## src/rtl/rom_fetch_controller.sv

```systemverilog
// Instruction-fetch sequencer: owns the PC, addresses the combinational program ROM and holds one
// fetched instruction for decode. Define FETCH_BOUNDS_CHECK_EN to enable the fetch-window fault.
module rom_fetch_controller #(
  parameter int unsigned           DATA_WIDTH   = 32,
  parameter int unsigned           MEMORY_DEPTH = 64,
  parameter logic [DATA_WIDTH-1:0] TEXT_BASE    = 32'h0040_0000
) (
  input  logic                  clk,
  input  logic                  reset,
  input  logic                  Start_i,
  input  logic                  Halt_i,
  input  logic                  Redirect_i,
  input  logic [DATA_WIDTH-1:0] Redirect_Addr_i,
  output logic [DATA_WIDTH-1:0] Rom_Address_o,
  input  logic [DATA_WIDTH-1:0] Rom_Data_i,
  output logic [DATA_WIDTH-1:0] Instr_o,
  output logic [DATA_WIDTH-1:0] PC_o,
  output logic                  Valid_o,
  input  logic                  Ready_i,
  output logic [DATA_WIDTH-1:0] Fetch_Count_o,
  output logic                  Fault_o,
  output logic [DATA_WIDTH-1:0] Fault_Addr_o
);

  typedef enum logic [1:0] {StIdle, StFetch, StFault} state_e;

  state_e                state_q, state_d;
  logic [DATA_WIDTH-1:0] pc_q, pc_d;
  logic [DATA_WIDTH-1:0] instr_q, instr_d;
  logic [DATA_WIDTH-1:0] pc_out_q, pc_out_d;
  logic [DATA_WIDTH-1:0] count_q, count_d;
  logic [DATA_WIDTH-1:0] fault_addr_q, fault_addr_d;
  logic                  valid_q, valid_d;
  logic                  fault_q, fault_d;
  logic                  pc_legal;
  logic                  accept;
  logic                  slot_free;

`ifdef FETCH_BOUNDS_CHECK_EN
  // One extra bit keeps the window end from wrapping when TEXT_BASE sits near the top.
  localparam logic [DATA_WIDTH:0] WinLo = {1'b0, TEXT_BASE};
  localparam logic [DATA_WIDTH:0] WinHi = WinLo + (DATA_WIDTH + 1)'(4 * MEMORY_DEPTH);

  assign pc_legal = (pc_q[1:0] == 2'b00) && ({1'b0, pc_q} >= WinLo) && ({1'b0, pc_q} < WinHi);
`else
  logic unused_depth;
  assign unused_depth = ^MEMORY_DEPTH;
  assign pc_legal     = 1'b1;
`endif

  assign accept    = valid_q & Ready_i;
  assign slot_free = ~valid_q | Ready_i;

  always_ff @(posedge clk) begin
    if (reset) begin
      state_q      <= StIdle;
      pc_q         <= TEXT_BASE;
      instr_q      <= '0;
      pc_out_q     <= '0;
      count_q      <= '0;
      fault_addr_q <= '0;
      valid_q      <= 1'b0;
      fault_q      <= 1'b0;
    end else begin
      state_q      <= state_d;
      pc_q         <= pc_d;
      instr_q      <= instr_d;
      pc_out_q     <= pc_out_d;
      count_q      <= count_d;
      fault_addr_q <= fault_addr_d;
      valid_q      <= valid_d;
      fault_q      <= fault_d;
    end
  end

  always_comb begin
    state_d      = state_q;
    pc_d         = pc_q;
    instr_d      = instr_q;
    pc_out_d     = pc_out_q;
    count_d      = count_q;
    fault_addr_d = fault_addr_q;
    valid_d      = valid_q;
    fault_d      = fault_q;

    if (accept) begin
      count_d = count_q + DATA_WIDTH'(1);
    end

    // A redirect flushes the slot after any same-cycle acceptance has been counted.
    if (Redirect_i) begin
      pc_d    = Redirect_Addr_i;
      valid_d = 1'b0;
      fault_d = 1'b0;
      if (state_q == StFetch && Halt_i) begin
        state_d = StIdle;
      end else if (state_q != StIdle) begin
        state_d = StFetch;
      end
    end else begin
      unique case (state_q)
        StIdle: begin
          if (accept) valid_d = 1'b0;
          if (Start_i) state_d = StFetch;
        end
        StFetch: begin
          if (Halt_i) begin
            state_d = StIdle;
            if (accept) valid_d = 1'b0;
          end else if (slot_free) begin
            if (pc_legal) begin
              instr_d  = Rom_Data_i;
              pc_out_d = pc_q;
              valid_d  = 1'b1;
              pc_d     = pc_q + DATA_WIDTH'(4);
            end else begin
              valid_d      = 1'b0;
              fault_d      = 1'b1;
              fault_addr_d = pc_q;
              state_d      = StFault;
            end
          end
        end
        StFault: valid_d = 1'b0;
        default: state_d = StIdle;
      endcase
    end
  end

  always_comb begin
    Rom_Address_o = pc_q;
    Instr_o       = instr_q;
    PC_o          = pc_out_q;
    Valid_o       = valid_q;
    Fetch_Count_o = count_q;
    Fault_o       = fault_q;
    Fault_Addr_o  = fault_addr_q;
  end

endmodule
```

## config.mk

```make
export PLATFORM = sky130hd
export DESIGN_NAME = rom_fetch_controller
export DESIGN_NICKNAME = d
export VERILOG_FILES = /design/src/rtl/rom_fetch_controller.sv
export SDC_FILE = /design/constraint.sdc
export NUM_CORES = 1
export LEC_CHECK = 0
export BUFFER_PORTS_ARGS = -buffer_cell sky130_fd_sc_hd__buf_2
export CORE_MARGIN = 2
export CORE_UTILIZATION = 28
export DETAILED_ROUTE_END_ITERATION = 16
export GPL_TIMING_DRIVEN = 0
export PLACE_DENSITY_LB_ADDON = 0.3
export SYNTH_ARGS = -nofsm -noshare
export SYNTH_HDL_FRONTEND = slang
export SYNTH_SLANG_ARGS = --single-unit
```

## constraint.sdc

```tcl
create_clock -name clk -period 2.56 [get_ports clk]
set_input_delay 0.512 -clock clk [delete_from_list [all_inputs] [get_ports clk]]
set_output_delay 0.512 -clock clk [all_outputs]
set_load 0.1 [all_outputs]
```

==> metrics.md <==
| Metric | Value |
|---|---|
| Async S/R FF share, synth | `0%` |
| Cell Count, Final, Fillers Out | `1286` |
| CTS Buf Count | `17` |
| Area leader, netlist | `dfxtp_1` |
| Final TNS setup | `0 ns` |
| Outcome | `finished clean` |
| Pwr Total | `5.47 mW` |
| Final setup violating endpoints | `0` |
| Post-CTS Resized | `0` |
| FF+latch count, synth | `130` |
| Clock sink total | `130` |
| Post-DP HPWL | `15100 um` |
| Top_reg_cell synth | `dfxtp_1` |
| Crit share post-route | `89.1%` |
| Critical-path top delay cell | `nor4_2` |
| WP data arrival | `2.53 ns` |
| DR vias | `6217` |
| Dpl ws | `0.144 ns` |
| Placed Area | `0.00754 mm^2` |
| Worst Setup End Kind | `flip-flop` |
| Avg Cell Area, Syn | `8.13 um^2` |
| Mapped Area | `0.00609 mm^2` |
| Post-synth EDFFs | `0` |
| Tot GR Track Use | `17.3%` |
| Peak VDD IR | `0.414 mV` |
| Die height | `151 um` |
| Clock Pin Slew Worst Setup and Hold Paths | `0.06 ns` |
| Placement Rows | `53` |
| Power Dens Cells | `672 mW/mm^2` |
| Die width | `151 um` |
| Inst Count DP | `1253` |
| Minimum clock period | `2.28 ns` |
| Drt first pass iters | `4` |
| Syn. warnings | `0` |
| Clock power frac | `44.6%` |
| Post-route cell area | `0.00814 mm^2` |
| Hold Crit Depth | `3` |
| Final ANT Viol Nets | `0` |
| Initial Utilization | `28.8%` |
| Area Growth Syn to Fin | `33.6%` |
| Cell Int Power | `3.79 mW` |
| Fin Clk Skew | `0.0111 ns` |
| First-pass GRT wire length | `30500 um` |
| R2R Path End | `Rom_Address_o[26]` |
| H-tree depth | `4` |
| Crit-path max cell delay | `0.56 ns` |
| Min-Delay Path Class | `input port to flip-flop` |
| 1st-iter DRT viols | `358` |
| CP delay by family, top | `simple AND/OR/NAND/NOR gates` |
| Sequential area share after synthesis | `42.7%` |
| Reg2Reg Setup Slack | `0.28 ns` |
| Share of cells above drive strength 1 | `29.3%` |
| Routed WL | `20500 um` |
| CP Depth | `4` |
| Top achievable clock speed | `438 MHz` |
| CP Data Required Time | `2.81 ns` |
| Maximum fanout along the worst path | `8` |
| Kind of critical path | `flip-flop to flip-flop` |
| FF-to-FF Start | `Rom_Address_o[14]` |
| Seq pwr share | `39.0%` |
| Pin count of the biggest net entering global routing | `17` |
| # hold bufs at CTS | `0` |
| Crit path cell chain | `nand4_2 -> nor4_2 -> nand3_1 -> a2111oi_1` |
| Root buffer cell | `clkbuf_16` |
| Worst skew pair latency | `0.41 ns` |
| Initial antenna violation count | `3` |
| Core box area | `0.0212 mm^2` |
| IO buf count | `197` |
| Worst rel slew slack | `53.0%` |
| Post-CTS Setup Bufs | `0` |
| Vias in the first global route | `5550` |
| CP startpoint kind | `flip-flop` |
| Final core utilization | `38.5%` |
| Yosys cell types | `59` |
| Detailed-route DRC error count | `0` |
| Ports | `232` |
| Die ar. | `0.0229 mm^2` |
| Area contributors post-synth | `dfxtp_1 43%, nand2_1 9.4%, a21oi_1 6.3%` |
| R2R depth | `4` |
| RSZ-0062 raised after global routing | `false` |
| Worst setup margin | `0.279 ns` |
| Post-Syn Instances | `749` |
| LEAKAGE | `3.40 nW` |
| Final hold vios | `0` |
| Placer Congestion | `0.850` |
| Final hold slack | `0.330 ns` |
| CTS tree | `yes` |
| Fillers | `2233` |
| Bufs and invs on worst path | `0` |
| Total global routing overflow | `0` |
| Routed vias/inst | `4.83` |
| Max-slew violation count | `0` |
| Combinational power share | `16.4%` |
| Clock Tree Buf Depth | `2` |
| Psw | `1.68 mW` |
| Crit path to | `Rom_Address_o[26]` |
| Slew of the pin with the lowest slew margin | `0.701 ns` |
| Synth top area share | `42.7%` |
| Switching share of power | `30.7%` |
| Crit path launch | `Rom_Address_o[14]` |
| Wirelength per Cell | `16.0 um` |
| Maxcap violations | `0` |
| Nets | `1069` |
==> layer usage <==
layer | share of wire [%] | GRT usage [%]
met1 | 44 | 22.5
met2 | 47 | 27.4
met3 | 6.5 | 4.67
met4 | 1.8 | 6.36
met5 | 0.063 | 0
==> synthesized netlist by cell type, types with 12 or more instances <==
cell,number
a21oi_1,77
buf_4,34
nand3_1,29
dfxtp_1,130
nor4_1,14
a311oi_1,12
o21ai_0,12
nor2_1,40
nand2_1,152
nor3_1,13
clkbuf_1,38
nand4_1,17
==> cell families (layout without fill, tap and decap cells) <==
| family | after synthesis | in the layout | synth area share [%] |
|---|---|---|---|
| AOI/OAI and AO/OA | 155 | 155 | 16.3 |
| xor gates and xnor gates | 16 | 16 | 2.30 |
| adders and majority gates | 2 | 2 | 0.411 |
| buffers and inverters | 98 | 324 | 9.33 |
| DFF | 130 | 130 | 42.7 |
| muxes | 7 | 7 | 1.23 |
| other | 1 | 37 | 0.0616 |
| and+or+nand+nor | 340 | 340 | 27.7 |
==> state kept, by name, indices dropped and copies added, names as in the netlist <==
register,cells
Rom_Address_o,32
PC_o,32
Instr_o,32
Valid_o,1
Fetch_Count_o,32
state_q,1
==> layout make-up <==
type / instances / area [um^2] / share of cell area, %
clock inverter: 9 / 134 / 1.65
multi-input combinational: 553 / 3040 / 37.4
sequential: 130 / 2610 / 32.1
antenna: 4 / 10.0 / 0.123
clock buffer: 20 / 447 / 5.49
tap: 275 / 344 / 4.23
buffer: 87 / 527 / 6.47
inverter: 11 / 41.3 / 0.508
timing repair buffer: 197 / 986 / 12.1
==> layout by cell type (no fill, tap or decap), drive strengths merged, types with 5 or more instances in the layout <==
cell type / Yosys / routed
dfxtp: 130 / 130
nand2b: 5 / 5
a311oi: 12 / 12
a21oi: 77 / 77
nor3: 14 / 14
or4: 10 / 10
or3: 13 / 13
o31ai: 10 / 10
o211ai: 6 / 6
and4: 10 / 10
inv: 11 / 12
o21ai: 12 / 12
and3: 6 / 6
nand2: 153 / 153
conb: 1 / 33
nand4: 19 / 19
o41ai: 6 / 6
a211oi: 9 / 9
o311ai: 7 / 7
nor4: 16 / 16
or2: 8 / 8
nor2b: 8 / 8
clkbuf: 41 / 61
nor2: 40 / 40
xor2: 11 / 11
xnor2: 5 / 5
and2: 5 / 5
nand3: 29 / 29
buf: 45 / 242
==> worst min-delay path by stage <==
| stage | startpoint | endpoint | slack (ns) |
|---|---|---|---|
| after global routing | Rom_Data_i[7] | Instr_o[7] | 0.32 |
| after global placement | Instr_o[12] | Instr_o[12] | 0.44 |
| after floorplan | state_q[0] | state_q[0] | 0.55 |
| after detailed placement | Instr_o[13] | Instr_o[13] | 0.44 |
| after CTS | Start_i | state_q[0] | 0.31 |
| final | Start_i | state_q[0] | 0.33 |
==> power groups by stage <==
| stage | sequential [mW] | clock (mW) | combinational, mW |
|---|---|---|---|
| 4_1_cts | 2.13 | 2.50 | 0.899 |
| 3_3_place_gp | 2.18 | 0 | 0.895 |
| 3_5_place_dp | 2.18 | 0 | 0.898 |
| 6_report | 2.13 | 2.44 | 0.898 |
| 2_1_floorplan | 2.48 | 0 | 0.411 |
| 5_1_grt | 2.14 | 2.59 | 0.940 |
==> worst reg2reg max path, delay by kind of cell (launching register included) <==
kind	cells	cell delay, ns
and+or+nand+nor	3	1.10
AOI/OAI and AO/OA	1	0.53
DFF	1	0.49
Note: power is estimated with default switching activity, not from simulation.
